===== src/rtl/credit_fsm_param.sv =====
// Vending credit state machine: one-hot credit register updated on the falling clock edge,
// accumulating two coin denominations and resolving to vend-with-change or refund.
module credit_fsm_param #(
  parameter  int unsigned PRICE  = 6,
  parameter  int unsigned COIN_A = 1,
  parameter  int unsigned COIN_B = 4,
  localparam int unsigned CW     = $clog2(PRICE + COIN_A + COIN_B)
) (
  input  logic             clk,
  input  logic             res,
  input  logic             coin_a,
  input  logic             coin_b,
  input  logic             cancel,
  output logic [PRICE-1:0] state,
  output logic [CW-1:0]    credit,
  output logic             vend,
  output logic [CW-1:0]    change,
  output logic             refund,
  output logic [CW-1:0]    refund_amt,
  output logic             err
);

  localparam logic [PRICE-1:0] S0 = PRICE'(1);

  logic [PRICE-1:0] state_q, state_d;
  logic             vend_q, vend_d;
  logic [CW-1:0]    change_q, change_d;
  logic             refund_q, refund_d;
  logic [CW-1:0]    refund_amt_q, refund_amt_d;
  logic             err_q, err_d;

  logic [CW-1:0]    cur_c;
  logic [CW-1:0]    sum_c;
  logic             legal_c;

  // Exactly one bit set: non-zero and clearing the lowest set bit leaves nothing.
  always_comb begin
    legal_c = (state_q != '0) && ((state_q & (state_q - PRICE'(1))) == '0);
  end

  // One-hot to binary credit index.
  always_comb begin
    cur_c = '0;
    for (int unsigned k = 0; k < PRICE; k++) begin
      if (state_q[k]) begin
        cur_c = CW'(k);
      end
    end
  end

  // Width CW holds PRICE-1+COIN_A+COIN_B, so this sum never wraps.
  always_comb begin
    sum_c = cur_c
          + (coin_a ? CW'(COIN_A) : '0)
          + (coin_b ? CW'(COIN_B) : '0);
  end

  // Next-state and pulse decode, repair > cancel > vend > accumulate.
  always_comb begin
    state_d      = state_q;
    vend_d       = 1'b0;
    change_d     = '0;
    refund_d     = 1'b0;
    refund_amt_d = '0;
    err_d        = 1'b0;
    if (!legal_c) begin
      err_d   = 1'b1;
      state_d = S0;
    end else if (cancel) begin
      refund_d     = 1'b1;
      refund_amt_d = sum_c;
      state_d      = S0;
    end else if (sum_c >= CW'(PRICE)) begin
      vend_d   = 1'b1;
      change_d = sum_c - CW'(PRICE);
      state_d  = S0;
    end else begin
      state_d = S0 << sum_c;
    end
  end

  always_ff @(negedge clk) begin
    if (!res) begin
      state_q      <= S0;
      vend_q       <= 1'b0;
      change_q     <= '0;
      refund_q     <= 1'b0;
      refund_amt_q <= '0;
      err_q        <= 1'b0;
    end else begin
      state_q      <= state_d;
      vend_q       <= vend_d;
      change_q     <= change_d;
      refund_q     <= refund_d;
      refund_amt_q <= refund_amt_d;
      err_q        <= err_d;
    end
  end

  assign state      = state_q;
  assign credit     = cur_c;
  assign vend       = vend_q;
  assign change     = change_q;
  assign refund     = refund_q;
  assign refund_amt = refund_amt_q;
  assign err        = err_q;

endmodule


===== config.mk =====
export PLATFORM = sky130hd
export DESIGN_NAME = credit_fsm_param
export DESIGN_NICKNAME = d
export VERILOG_FILES = /design/src/rtl/credit_fsm_param.sv
export SDC_FILE = /design/constraint.sdc
export NUM_CORES = 1
export LEC_CHECK = 0
export BUFFER_PORTS_ARGS = -buffer_cell sky130_fd_sc_hd__buf_4
export CAP_MARGIN = 20
export CORE_AREA = 2 2 46 48
export CTS_BUF_LIST = sky130_fd_sc_hd__clkbuf_16
export DETAILED_ROUTE_END_ITERATION = 12
export DIE_AREA = 0 0 48 50
export HOLD_SLACK_MARGIN = 0.05
export PLACE_DENSITY = 0.66
export SKIP_LAST_GASP = 1
export SLEW_MARGIN = 20
export SYNTH_ARGS = -nofsm -noshare
export SYNTH_HDL_FRONTEND = slang
export SYNTH_SLANG_ARGS = --single-unit

===== constraint.sdc =====
create_clock -name clk -period 2.8 [get_ports clk]
set_clock_uncertainty 0.15 [all_clocks]
set_input_delay 0.56 -clock clk [delete_from_list [all_inputs] [get_ports clk]]
set_output_delay 0.56 -clock clk [all_outputs]
set_load 0.005 [all_outputs]

-- Word level (Yosys, flattened, before mapping)
Cells that the tools add are included.
- add/subtract/negate cells: 4
- $lt $le $gt $ge: 1
- shifts and indexed selects: 1
- multiplexer cells: 10
- bitwise logic cells: 4
- reduce and logical (&&, ||, !) cells: 8
- operators by type and width (operator ; count):
    $mux 4 ; 4
    $reduce_or 4->1 ; 2
    $and 6x6->6 ; 1
    $logic_not 6->1 ; 1
    $reduce_bool 6->1 ; 1
    $shl 1x4->6 const A ; 1
    $sub 6x1->6 const B ; 1
    $mux 1 ; 5
    $add 4x1->4 ; 1
    $add 4x3->4 ; 1
    $ge 4x3->1 const B ; 1
    $sub 4x3->4 const B ; 1
    $mux 3 ; 1
    $not 1->1 ; 3
    $reduce_and 3->1 ; 1
    $reduce_or 3->1 ; 1
    $reduce_and 2->1 ; 1
    $logic_and 1x1->1 ; 1
- bits in registers: 17
- input bits: 5
- output and inout port bits: 21
- word-level logic and storage cells: 34

-- Depth between registers and ports, before layout
- depth in word-level cells: 10
- gate-level depth with buffers: 10
- mapped depth without buffers: 10

==> flow_summary.ini <==
[pwr]
cellLeakagePower_nw = 0.761
p_per_area_nw_per_um2 = 626
irDropWorstVdd_v = 0.000771

[clock_network]
numCtsBuffers = 3
cts_max_level = 1
cts_buffer_depth = 2
cts-root-buf = clkbuf_16
clk_transition_reported_paths_ns = 0.05
holdBufCountCts = 0
clock_sinks = 17
cts_tree = yes
clkLatencyLatePin_ns = 0.35

[detailed_routing]
drt-pass1-iter-count = 4
top_layer = met4
wl_met1_um = 976
drcViolationCount = 0
wl_per_cell_um = 16.2
vias = 902
drt-initial-drc-count = 35
totalWireLength_um = 2870
via_per_inst = 5.10
wl_met3_um = 144
antenna_left = 0
dr_wl_met2_um = 1650

[logic_synthesis]
synth.top_cells.by_area = dfxtp_1 (47%), ha_1 (6.9%), nor2_1 (6.2%), inv_1 (3.6%), nor3b_1 (3.1%)
synth_commonest_cells = dfxtp_1 (17), nor2_1 (12), inv_1 (7)
ys_seq_area_frac = 0.468
yosys_warnings = 0
synth-edff-count = 0
syn_area_um2 = 727
yosysTopAreaCell = dfxtp_1
synth_area_per_cell_um2 = 8.97
syn_inst = 81
yosys.area.top_type_share = 0.468
synth_ff_type = dfxtp_1
ys_ff_latch = 17
async_flop_share = 0
syn_nets = 90
ys_types = 29
yosysMostFrequentCell = dfxtp_1

[placement]
dp_hpwl_um = 1370
place_congestion = 0.743
port_buffers = 24
dp_slack_ns = -0.684
place_inst = 149

[sta]
relSlewSlack = 0.520
rsz0062_at_grt = true
max_slew.worst_pin.slew_ns = 0.720
setup_viol = 32
hold_viol = 0
setup_tns_ns = -5.03
drv_slew = 0
setup_ws_ns = -0.424

[layout]
n_antenna_cell = 0
final_nets = 160
fin_cells = 177
layout-drive-gt1-share = 0.660
post-route-util = 0.874
area_growth_pct = 129

[global_routing]
grt_pass1_wl_um = 3890
track_usage = 0.241
antenna_found_initial = 0
grt_start_max_net_pins = 11
first_global_vias = 903
overflow = 0

[floorplanning]
rows = 16
pin_count = 26
die-width_um = 48
initial_utilization = 0.382
dieArea_um2 = 2400
coreArea_um2 = 1900
die_h_um = 50

[critical_path]
cp.arrival_ns = 2.51
crit_required_ns = 2.09
cp-end-kind = primary output
crit_path_max_fanout = 3
criticalPathCategory = flip-flop to primary output
startpoint_type = flip-flop

[hold_path]
min_path_type = flip-flop to flip-flop

[run_status]
status = complete, but fails checks
violations = negative setup slack

[flow_run]
max_cap_violations = 0
[flip-flops by register name, summed over array words and instances (netlist names)]
name / count
change: 4
err: 1
refund: 1
refund_amt: 4
state: 6
vend: 1
[cell usage in the layout, fill, tap and decap left out, types with 3 or more instances in the layout]
cell,count
buf_4,24
buf_6,24
inv_1,20
dfxtp_2,10
nor2_1,7
ha_4,4
dfxtp_1,4
nor2_4,3
nand3_2,3
clkbuf_16,3
dfxtp_4,3
[final cells by class]
| cell class | count | area (um2) |
|---|---|---|
| fillers | 90 | 240 |
| inverters | 6 | 25.0 |
| clock buffers | 3 | 75.1 |
| flip-flops and latches | 17 | 364 |
| clock inverters | 18 | 93.8 |
| multi-input cells | 55 | 569 |
| repair buffers | 51 | 500 |
| well taps | 27 | 33.8 |
[critical path, cell delays in order, from the launching register on]
cell	delay, ns
dfxtp_2	0.32
or2_4	0.25
nor2_4	0.09
buf_4	0.11
[path summary, 6_finish.rpt]
kind,startpoint,endpoint,slack [ns],cells after the start
setup reg to reg,state[2]$_SDFF_NP0_,change[3]$_SDFF_NP0_,0.32,13
setup / recovery,state[4]$_SDFF_NP0_,credit[1],-0.42,3
hold / removal,state[2]$_SDFF_NP0_,err$_SDFF_NN0_,0.53,3
hold reg to reg,state[2]$_SDFF_NP0_,err$_SDFF_NN0_,0.53,3
[report_power, final]
| group | switching [mW] | total [mW] | internal [mW] |
|---|---|---|---|
| registers | 0.00783 | 0.265 | 0.257 |
| logic | 0.124 | 0.262 | 0.139 |
| clock network | 0.195 | 0.512 | 0.317 |
[kinds of logic after synthesis]
family	count (synthesis)	share of synthesized area
AOI/OAI and AO/OA	15	0.143
xor gates and xnor gates	2	0.0241
and+or+nand+nor	33	0.229
buffers and inverters	9	0.0620
DFF	17	0.468
adders and majority gates	4	0.0688
other	1	0.00516
[metrics by stage]
step | cell area [um2] | hold slack (ns) | power [mW]
CTS | 1510 | 0.499 | 0.986
global placement | 1150 | 0.514 | 0.472
floorplan | 805 | 0.409 | 0.398
global route | 1660 | 0.561 | 1.10
detailed placement | 1150 | 0.511 | 0.477
finish | 1660 | 0.532 | 1.04
[routing by layer]
metal  vias up  global-route usage
met5         -                   0
met4         0               0.144
met3        10              0.0842
met2        44               0.416
met1       429               0.229
li1        419                   -
[repair_timing]
| item | 4_1_cts | 5_1_grt |
|---|---|---|
| resized for setup | 43 | 37 |
| endpoints found under the setup margin | 31 | 32 |
| pin swaps | 10 | 14 |
| gates cloned | 0 | 0 |
| setup buffers | 5 | 9 |
No activity file was read; power rests on OpenSTA's default activity.
